### config.mk
export PLATFORM = sky130hd
export DESIGN_NAME = seg7_capture_decoder
export DESIGN_NICKNAME = d
export VERILOG_FILES = /design/src/rtl/seg7_capture_decoder.sv
export SDC_FILE = /design/constraint.sdc
export NUM_CORES = 1
export LEC_CHECK = 0
export BUFFER_PORTS_ARGS = -buffer_cell sky130_fd_sc_hd__clkbuf_2
export CORE_MARGIN = 1
export CORE_UTILIZATION = 58
export DETAILED_ROUTE_END_ITERATION = 8
export MAX_ROUTING_LAYER = met4
export PLACE_DENSITY = 0.78
export SLEW_MARGIN = 5
export SYNTH_ARGS = -nofsm -noshare
export SYNTH_HDL_FRONTEND = slang
export SYNTH_SLANG_ARGS = --single-unit
### constraint.sdc
create_clock -name clk -period 3.62 [get_ports clk]
set_input_delay 0.724 -clock clk [delete_from_list [all_inputs] [get_ports clk]]
set_output_delay 0.724 -clock clk [all_outputs]
set_load 0.01 [all_outputs]
### src/rtl/seg7_capture_decoder.sv
// ---------------------------------------------------------------------------
// seg7_capture_decoder
//
// Watches a multiplexed common-cathode 7-segment display bus and rebuilds
// the 4-digit value it is showing.  A segment/strobe pattern is captured
// once it has been held unchanged for STABLE_CNT cycles with exactly one
// strobe active.  Captures collect in a shadow frame.  When all four digits
// have been captured, the outputs load from the shadow together and
// frame_valid pulses.  A frame that is not completed within FRAME_TIMEOUT
// cycles of its first capture is abandoned, and frame_timeout pulses.
//
// Parameters
//   STABLE_CNT     cycles a pattern must hold before capture (1..15)
//   FRAME_TIMEOUT  cycles allowed to complete a frame (8..65535)
//
// Ports
//   clk            single clock, rising edge
//   rst            asynchronous, active-high reset
//   seg[6:0]       segment lines, bit6=a .. bit0=g, 1 = lit
//   dig_en[3:0]    digit strobe, one-hot, bit i selects digit i
//   digits[15:0]   decoded frame, digit i at [4i+3:4i]
//   err[3:0]       per digit: last captured pattern was not a known glyph
//   ovf[3:0]       per digit: last captured pattern was the overflow glyph
//   frame_valid    one-cycle pulse when digits/err/ovf update
//   frame_timeout  one-cycle pulse when a partial frame is abandoned
// ---------------------------------------------------------------------------
module seg7_capture_decoder #(
  parameter int STABLE_CNT    = 3,
  parameter int FRAME_TIMEOUT = 1024
) (
  input  logic        clk,
  input  logic        rst,
  input  logic [6:0]  seg,
  input  logic [3:0]  dig_en,
  output logic [15:0] digits,
  output logic [3:0]  err,
  output logic [3:0]  ovf,
  output logic        frame_valid,
  output logic        frame_timeout
);

  localparam logic [3:0]  STABLE_MAX = 4'(STABLE_CNT);
  localparam logic [15:0] TMO_LAST   = 16'(FRAME_TIMEOUT - 1);

  // Segment patterns, bit6=a .. bit0=g.
  localparam logic [6:0] PAT_0   = 7'b1111110;
  localparam logic [6:0] PAT_1   = 7'b0110000;
  localparam logic [6:0] PAT_2   = 7'b1101101;
  localparam logic [6:0] PAT_3   = 7'b1111001;
  localparam logic [6:0] PAT_4   = 7'b0110011;
  localparam logic [6:0] PAT_5   = 7'b1011011;
  localparam logic [6:0] PAT_6   = 7'b1011111;
  localparam logic [6:0] PAT_7   = 7'b1110000;
  localparam logic [6:0] PAT_8   = 7'b1111111;
  localparam logic [6:0] PAT_9   = 7'b1111011;
  localparam logic [6:0] PAT_OVF = 7'b1110111;

  // ---------------------------------------------------------------------
  // Glyph decode: returns {ovf, err, value[3:0]}.
  // ---------------------------------------------------------------------
  function automatic logic [5:0] decode_seg(input logic [6:0] p);
    logic [5:0] r;
    case (p)
      PAT_0:   r = {2'b00, 4'h0};
      PAT_1:   r = {2'b00, 4'h1};
      PAT_2:   r = {2'b00, 4'h2};
      PAT_3:   r = {2'b00, 4'h3};
      PAT_4:   r = {2'b00, 4'h4};
      PAT_5:   r = {2'b00, 4'h5};
      PAT_6:   r = {2'b00, 4'h6};
      PAT_7:   r = {2'b00, 4'h7};
      PAT_8:   r = {2'b00, 4'h8};
      PAT_9:   r = {2'b00, 4'h9};
      PAT_OVF: r = {2'b10, 4'hA};
      default: r = {2'b01, 4'hF};
    endcase
    return r;
  endfunction

  // ---------------------------------------------------------------------
  // Input stage: registered copy of the bus plus a saturating stability
  // counter.
  // ---------------------------------------------------------------------
  logic [6:0] seg_q;
  logic [3:0] en_q;
  logic [3:0] cnt;
  logic [3:0] cnt_next;
  logic       en_onehot;
  logic       stable;
  logic       capture;

  // A zero or multi-hot strobe never counts as stable, so a strobe fault
  // simply prevents capture and raises no error flag.
  assign en_onehot = (dig_en != 4'd0) && ((dig_en & (dig_en - 4'd1)) == 4'd0);
  assign stable    = ({seg, dig_en} == {seg_q, en_q}) && en_onehot;

  always_comb begin
    cnt_next = 4'd0;
    if (stable) begin
      cnt_next = (cnt == STABLE_MAX) ? cnt : cnt + 4'd1;
    end
  end

  // Capture fires only on the edge where the counter reaches STABLE_MAX.
  // After that the counter saturates, so one dwell produces one capture.
  assign capture = stable && (cnt == STABLE_MAX - 4'd1);

  always_ff @(posedge clk or posedge rst) begin
    if (rst) begin
      seg_q <= 7'd0;
      en_q  <= 4'd0;
      cnt   <= 4'd0;
    end else begin
      seg_q <= seg;
      en_q  <= dig_en;
      cnt   <= cnt_next;
    end
  end

  // ---------------------------------------------------------------------
  // Frame assembly.
  // ---------------------------------------------------------------------
  logic [15:0] sh_val;
  logic [3:0]  sh_err;
  logic [3:0]  sh_ovf;
  logic [15:0] sh_val_n;
  logic [3:0]  sh_err_n;
  logic [3:0]  sh_ovf_n;
  logic [3:0]  mask;
  logic [3:0]  mask_set;
  logic [15:0] tcnt;
  logic [5:0]  dec;
  logic        frame_done;
  logic        tmo_hit;

  // While capturing, seg equals seg_q, so the registered copy is decoded.
  assign dec = decode_seg(seg_q);

  // Next shadow contents including this edge's capture.  The outputs load
  // from this value so that the digit completing a frame is included.
  always_comb begin
    sh_val_n = sh_val;
    sh_err_n = sh_err;
    sh_ovf_n = sh_ovf;
    for (int i = 0; i < 4; i++) begin
      if (capture && dig_en[i]) begin
        sh_val_n[4*i +: 4] = dec[3:0];
        sh_err_n[i]        = dec[4];
        sh_ovf_n[i]        = dec[5];
      end
    end
  end

  assign mask_set   = mask | dig_en;
  assign frame_done = capture && (mask_set == 4'hF);
  assign tmo_hit    = (mask != 4'd0) && (tcnt == TMO_LAST);

  always_ff @(posedge clk or posedge rst) begin
    if (rst) begin
      sh_val        <= 16'd0;
      sh_err        <= 4'd0;
      sh_ovf        <= 4'd0;
      mask          <= 4'd0;
      tcnt          <= 16'd0;
      digits        <= 16'd0;
      err           <= 4'd0;
      ovf           <= 4'd0;
      frame_valid   <= 1'b0;
      frame_timeout <= 1'b0;
    end else begin
      frame_valid   <= 1'b0;
      frame_timeout <= 1'b0;
      if (capture) begin
        sh_val <= sh_val_n;
        sh_err <= sh_err_n;
        sh_ovf <= sh_ovf_n;
      end
      if (frame_done) begin
        // Completion wins over a timeout that lands on the same edge.
        digits      <= sh_val_n;
        err         <= sh_err_n;
        ovf         <= sh_ovf_n;
        frame_valid <= 1'b1;
        mask        <= 4'd0;
        tcnt        <= 16'd0;
      end else if (tmo_hit) begin
        // Abandon the partial frame; a non-completing capture on this same
        // edge is dropped with it.  Published outputs are left alone.
        frame_timeout <= 1'b1;
        mask          <= 4'd0;
        tcnt          <= 16'd0;
      end else begin
        if (capture) begin
          mask <= mask_set;
        end
        // Frame age counts from the first capture; idle frames sit at 0.
        if (mask != 4'd0) begin
          tcnt <= tcnt + 16'd1;
        end else begin
          tcnt <= 16'd0;
        end
      end
    end
  end

endmodule

Word-level counts from Yosys, hierarchy flattened
Index checks and enable logic that the tools add are counted.
{ "word_totals": {"in_bits": 13, "word_cells": 72, "regBits": 85} }
{ "classes": {"eq_ne": 17, "n_addsub": 3, "bitwise": 2, "n_reduce_logical": 13, "n_mux": 24} }
{ "op_table": {"columns": ["operator", "n"], "rows": [
  ["one-hot mux 6 bit (11 select lines)", 1],
  ["equality test 7 bit (second input constant)", 9],
  ["two-way mux 16 bit", 3],
  ["two-way mux 4 bit", 9],
  ["adder 16 x 1 -> 16 bit (second input constant)", 1],
  ["equality test 16 x 10 -> 1 bit (second input constant)", 1],
  ["equality test 7 x 6 -> 1 bit (second input constant)", 2],
  ["equality test 11 bit", 1],
  ["two-way mux 1 bit", 11],
  ["logical AND 1 bit", 9],
  ["equality test 4 x 2 -> 1 bit (second input constant)", 2],
  ["nonzero test 4 bit", 2],
  ["adder 4 x 1 -> 4 bit (second input constant)", 1],
  ["bitwise AND 4 bit", 1],
  ["equality test 4 bit (second input constant)", 1],
  ["logical NOT 4 bit", 1],
  ["bitwise OR 4 bit", 1],
  ["subtractor 4 x 1 -> 4 bit (second input constant)", 1],
  ["nonzero test 3 bit", 1],
  ["inequality test 2 bit (second input constant)", 1]
]} }

Longest topological paths before layout
{ "depth": {"word_depth": 9, "ltp_mapped": 8, "mapped_depth_nobuf": 7} }

Least setup slack after synthesis
Ideal clock, no wire load.
{ "synth_timing": {"path_type": "input -> register", "start": "input dig_en[0]", "end": "register sh_err[0]", "stages": 7, "t_required_ns": 3.492, "path_buffers": 2, "t_arrival_ns": 2.106, "slack_ns": 1.387, "setup_ns": 0.128, "cell_sequence": "clkbuf_1 -> nor2_1 -> xor2_1 -> and4_1 -> buf_4 -> nand4_4 -> mux2_1"} }
{ "synth_via": {"elab_chain_len": 8, "elab_cells_between_ends": 10, "cone_classes": "add/sub: 1; eq/ne: 1; mux: 1; bitwise: 1; reduce/logical: 6"} }
{ "synth_rtl": {"columns": ["element", "line_no", "text"], "rows": [
  ["start, declared", "34", "input logic [3:0] dig_en,"],
  ["subtractor 4 x 1 -> 4 bit", "94", "assign en_onehot = (dig_en != 4'd0) && ((dig_en & (dig_en - 4'd1)) == 4'd0);"],
  ["bitwise AND 4 bit", "94", null],
  ["logical NOT 4 bit", "94", null],
  ["logical AND 1 bit", "94", null],
  ["logical AND 1 bit", "95", "assign stable = ({seg, dig_en} == {seg_q, en_q}) && en_onehot;"],
  ["logical AND 1 bit", "106", "assign capture = stable && (cnt == STABLE_MAX - 4'd1);"],
  ["logical AND 1 bit", "146", "if (capture && dig_en[i]) begin"],
  ["two-way mux 1 bit", "146", null],
  ["end signal, assigned", "175", "sh_err <= sh_err_n;"],
  ["end, declared", "124", "logic [3:0] sh_err;"]
]} }
Several ways; a longest one is shown, not always the timed one.
A chain may end at the register's enable or synchronous reset.

Worst setup path after layout
{ "layout_timing": {"start": "input dig_en[1]", "end": "register err[3]"} }
{ "layout_via": {"elab_cells_between_ends": 13, "cone_classes": "add/sub: 1; eq/ne: 2; mux: 1; bitwise: 2; reduce/logical: 7"} }
{ "layout_rtl": {"columns": ["element", "line_no", "text"], "rows": [
  ["subtractor 4 x 1 -> 4 bit", "94", null],
  ["bitwise AND 4 bit", "94", null],
  ["logical NOT 4 bit", "94", null],
  ["logical AND 1 bit", "94", null],
  ["logical AND 1 bit", "95", null],
  ["logical AND 1 bit", "106", null],
  ["logical AND 1 bit (*)", "155", "assign frame_done = capture && (mask_set == 4'hF);"],
  ["via frame_done", "133", "logic frame_done;"],
  ["end signal, assigned", "181", "err <= sh_err_n;"],
  ["end, declared", "36", "output logic [3:0] err,"]
]} }
The timed path passes the listed nets; every way through them passes the cells marked *.

==> impl_metrics.py <==
metrics = {
    "timing": {
        "fin_hold_ws_ps": 487,
        "layout_min_cycle_time_ps": 2670,
        "setup_ws_ps": 949,
        "fin_crit_sh": 0.738,
        "max-slew-margin-rel": 0.267,
        "tns_ps": 0,
        "hold_viol": 0,
        "tightest_slew_ps": 1100,
        "final-max-slew-violation-count": 0,
        "rsz0062_at_grt": "false",
        "setup_viol": 0,
        "fin_worst_skew_ps": 9.75,
        "timing.fmax_ghz": 0.374,
    },
    "synthesis": {
        "syn_area_mm2": 0.00431,
        "synth_top_area_share": 0.493,
        "ys_ff_latch": 85,
        "avgSynthCellArea_um2": 10.6,
        "yosys_most_used_dff": "dfrtp_1",
        "synth.net_count": 424,
        "synth_top_area_cell": "dfrtp_1",
        "synth_enable_flop_cells": 0,
        "async_flop_share": 1.00,
        "synth_cells": 408,
        "synthDistinctLibCells": 54,
        "ys_warn_count": 0,
        "seq_area_frac_synth": 0.493,
        "netlist_top_cells_area": "dfrtp_1 (49%), o31ai_1 (5.0%), mux2_1 (4.2%)",
    },
    "die": {
        "die_w_um": 88.2,
        "num_io_pins": 39,
        "initial_core_util": 0.598,
        "coreArea_mm2": 0.00721,
        "die_h_um": 88.2,
        "die-area_mm2": 0.00778,
        "rows": 31,
    },
    "route": {
        "drt_iter0_markers": 425,
        "avgRoutedWirePerCell_um": 18.3,
        "finalWirelength_um": 9890,
        "final_antenna_net_count": 0,
        "dr_total_vias": 3324,
        "avgViaCountPerCell": 6.14,
        "drc": 0,
        "firstDrtPassIters": 5,
    },
    "worst_setup_path": {
        "critPathMaxFanout": 16,
        "rr_worst_depth": 6,
        "r2r_slack_ps": 1160,
        "r2r-end": "err[3]",
        "cp.required_ps": 3860,
        "critPathArrivalTime_ps": 2910,
        "path_class": "in -> reg",
        "cp-start-kind": "input port",
        "regToRegStartpoint": "seg_q[2]",
        "endpoint_kind": "flop",
    },
    "outcome": {
        "status": "complete, no violations",
    },
    "global_route": {
        "grt_util_met1": 0.399,
        "grt_pass1_vias": 3227,
        "grt_use_met3": 0.0634,
        "antenna_found_initial": 0,
        "grt_max_degree": 65,
        "grtUsageTotal": 0.290,
        "grt_pass1_wl_um": 16200,
        "globalRouteMet2Util": 0.422,
        "grt-ovfl-total": 0,
        "grt.busiest_layer": "met2",
    },
    "finish": {
        "stdcell_count": 541,
        "multi_input_area_mm2": 0.00195,
        "fin_area_mm2": 0.00474,
        "area_delta_synth_final_pct": 9.95,
        "n_antenna_cell": 0,
        "drive_above_1_share": 0.188,
        "fillers": 600,
        "nets": 453,
        "seq_area_mm2": 0.00213,
    },
    "min_path": {
        "holdPathStages": 1,
        "hp-start": "tcnt[0]",
        "hold_end": "tcnt[0]",
        "min_path_type": "reg -> reg",
    },
    "power": {
        "ir_worst_vdd_v": 0.000220,
        "cellPowerDensity_mw_per_mm2": 376,
        "leakagePower_nw": 2.25,
    },
    "placed_design": {
        "place_congestion": 0.813,
        "io_buffers": 38,
        "pre_cts_slack_ps": 646,
        "dp_hpwl_um": 6870,
        "dp_cells": 525,
        "placed_cell_area_mm2": 0.00453,
    },
    "clocking": {
        "cts.path.max_buffers": 2,
        "clkTransAtPathRegs_ps": 90,
        "cts_sinks": 85,
        "cts_tree": "yes",
        "ctsRootBufferMaster": "clkbuf_8",
        "cts_resized": 0,
        "cts_setup_buffers": 0,
        "cts_htree_levels": 3,
        "clk_latency_ps": 360,
        "cts_buffers": 9,
        "postCtsHoldBufs": 0,
    },
    "flow_run": {
        "cap_violations": 0,
    },
}
[sequential cells by signal, indices dropped and copies added, names as in the netlist]
register and cells:
digits 16, err 4, tcnt 16, seg_q 7, frame_timeout 1, cnt 4
sh_ovf 4, frame_valid 1, en_q 4, sh_val 16, sh_err 4, ovf 4
mask 4
[metal layers]
layer,vias up,part of all wire,wire length (um)
li1,1545,-,-
met1,1647,0.46,4530
met2,107,0.47,4610
met3,25,0.057,565
met4,0,0.019,189
met5,-,0,0
[where the power goes]
group	switching [W]	total, W	leakage (nW)	internal [W]
clock	0.000365	0.000716	0.110	0.000351
sequential	0.0000115	0.000966	1.16	0.000955
combinational	0.0000703	0.0000998	0.974	0.0000295
total	0.000447	0.00178	2.25	0.00134
[critical path, cell delays in order]
cell and delay [ps]:
clkbuf_2 260, xor2_1 240, nor4_1 410, and2_1 580, nand3_4 280, clkinv_1 280
a31oi_1 130
[worst max path at each step]
stage / start / endpoint / slack, ps / cells after the start
final: dig_en[1] / err[3] / 950 / 7
after global routing: dig_en[1] / err[3] / 840 / 7
after CTS: dig_en[1] / digits[2] / 1030 / 7
after detailed placement: dig_en[1] / digits[10] / 650 / 7
after global placement: dig_en[1] / err[2] / 710 / 7
after floorplan: rst / cnt[0] / 700 / 1
[synth_stat cells, types with 2 or more instances]
library cell,n
inv_1,11
o22a_1,2
nor2_1,22
a41oi_1,4
buf_2,12
nand3_1,15
dfrtp_1,85
nand4_1,3
mux2_1,16
a31oi_1,16
a21oi_1,18
nor3b_1,2
nand2_1,35
xnor2_1,10
clkbuf_1,11
nor4_1,3
o211a_1,4
o31ai_1,29
nand3b_1,3
o21ai_0,5
and2_1,6
nor3_1,18
nand4b_1,3
mux2_2,4
and3_1,5
nand2b_1,2
and4_1,3
buf_4,3
a2111oi_0,4
ha_1,3
xor2_1,18
buf_6,5
o21ai_1,4
nand4_4,4
[per-stage QoR]
| stage | util | power (W) |
|---|---|---|
| final | 0.657 | 0.00178 |
| after global routing | 0.657 | 0.00185 |
| after CTS | 0.657 | 0.00179 |
| after detailed placement | 0.627 | 0.00108 |
| after global placement | 0.627 | 0.00108 |
| after floorplan | - | 0.00106 |
[cell families after synthesis]
| logic type | count (synthesis) | share of synthesized area |
|---|---|---|
| adders and majority gates | 3 | 0.00871 |
| AOI/OAI and AO/OA | 94 | 0.152 |
| muxes | 20 | 0.0522 |
| DFF | 85 | 0.493 |
| buffers and inverters | 44 | 0.0557 |
| and+or+nand+nor | 134 | 0.181 |
| xor gates and xnor gates | 28 | 0.0569 |
[layout make-up]
type	instances	share of cell area
repair buffers	50	0.0591
well taps	99	0.0261
clock buffers	10	0.0290
flip-flops and latches	85	0.449
clock inverters	6	0.0161
multi-input cells	279	0.411
inverters	12	0.00977
[layout by cell type, fill, tap and decap left out, types with 4 or more instances in the layout]
cell,n
buf_4,12
mux2_1,16
a31oi_1,16
a21oi_1,18
xor2_1,18
nand3_1,15
a2111oi_0,4
mux2_2,4
clkbuf_8,10
inv_1,10
and3_1,5
clkbuf_2,38
xnor2_1,10
nor3_1,18
o21ai_1,4
and2_1,6
a41oi_1,4
nor2_1,22
o21ai_0,5
nand2_1,35
dfrtp_1,85
nand4_4,4
o31ai_1,28
o211a_1,4
Power figures use the tool's default switching activity.
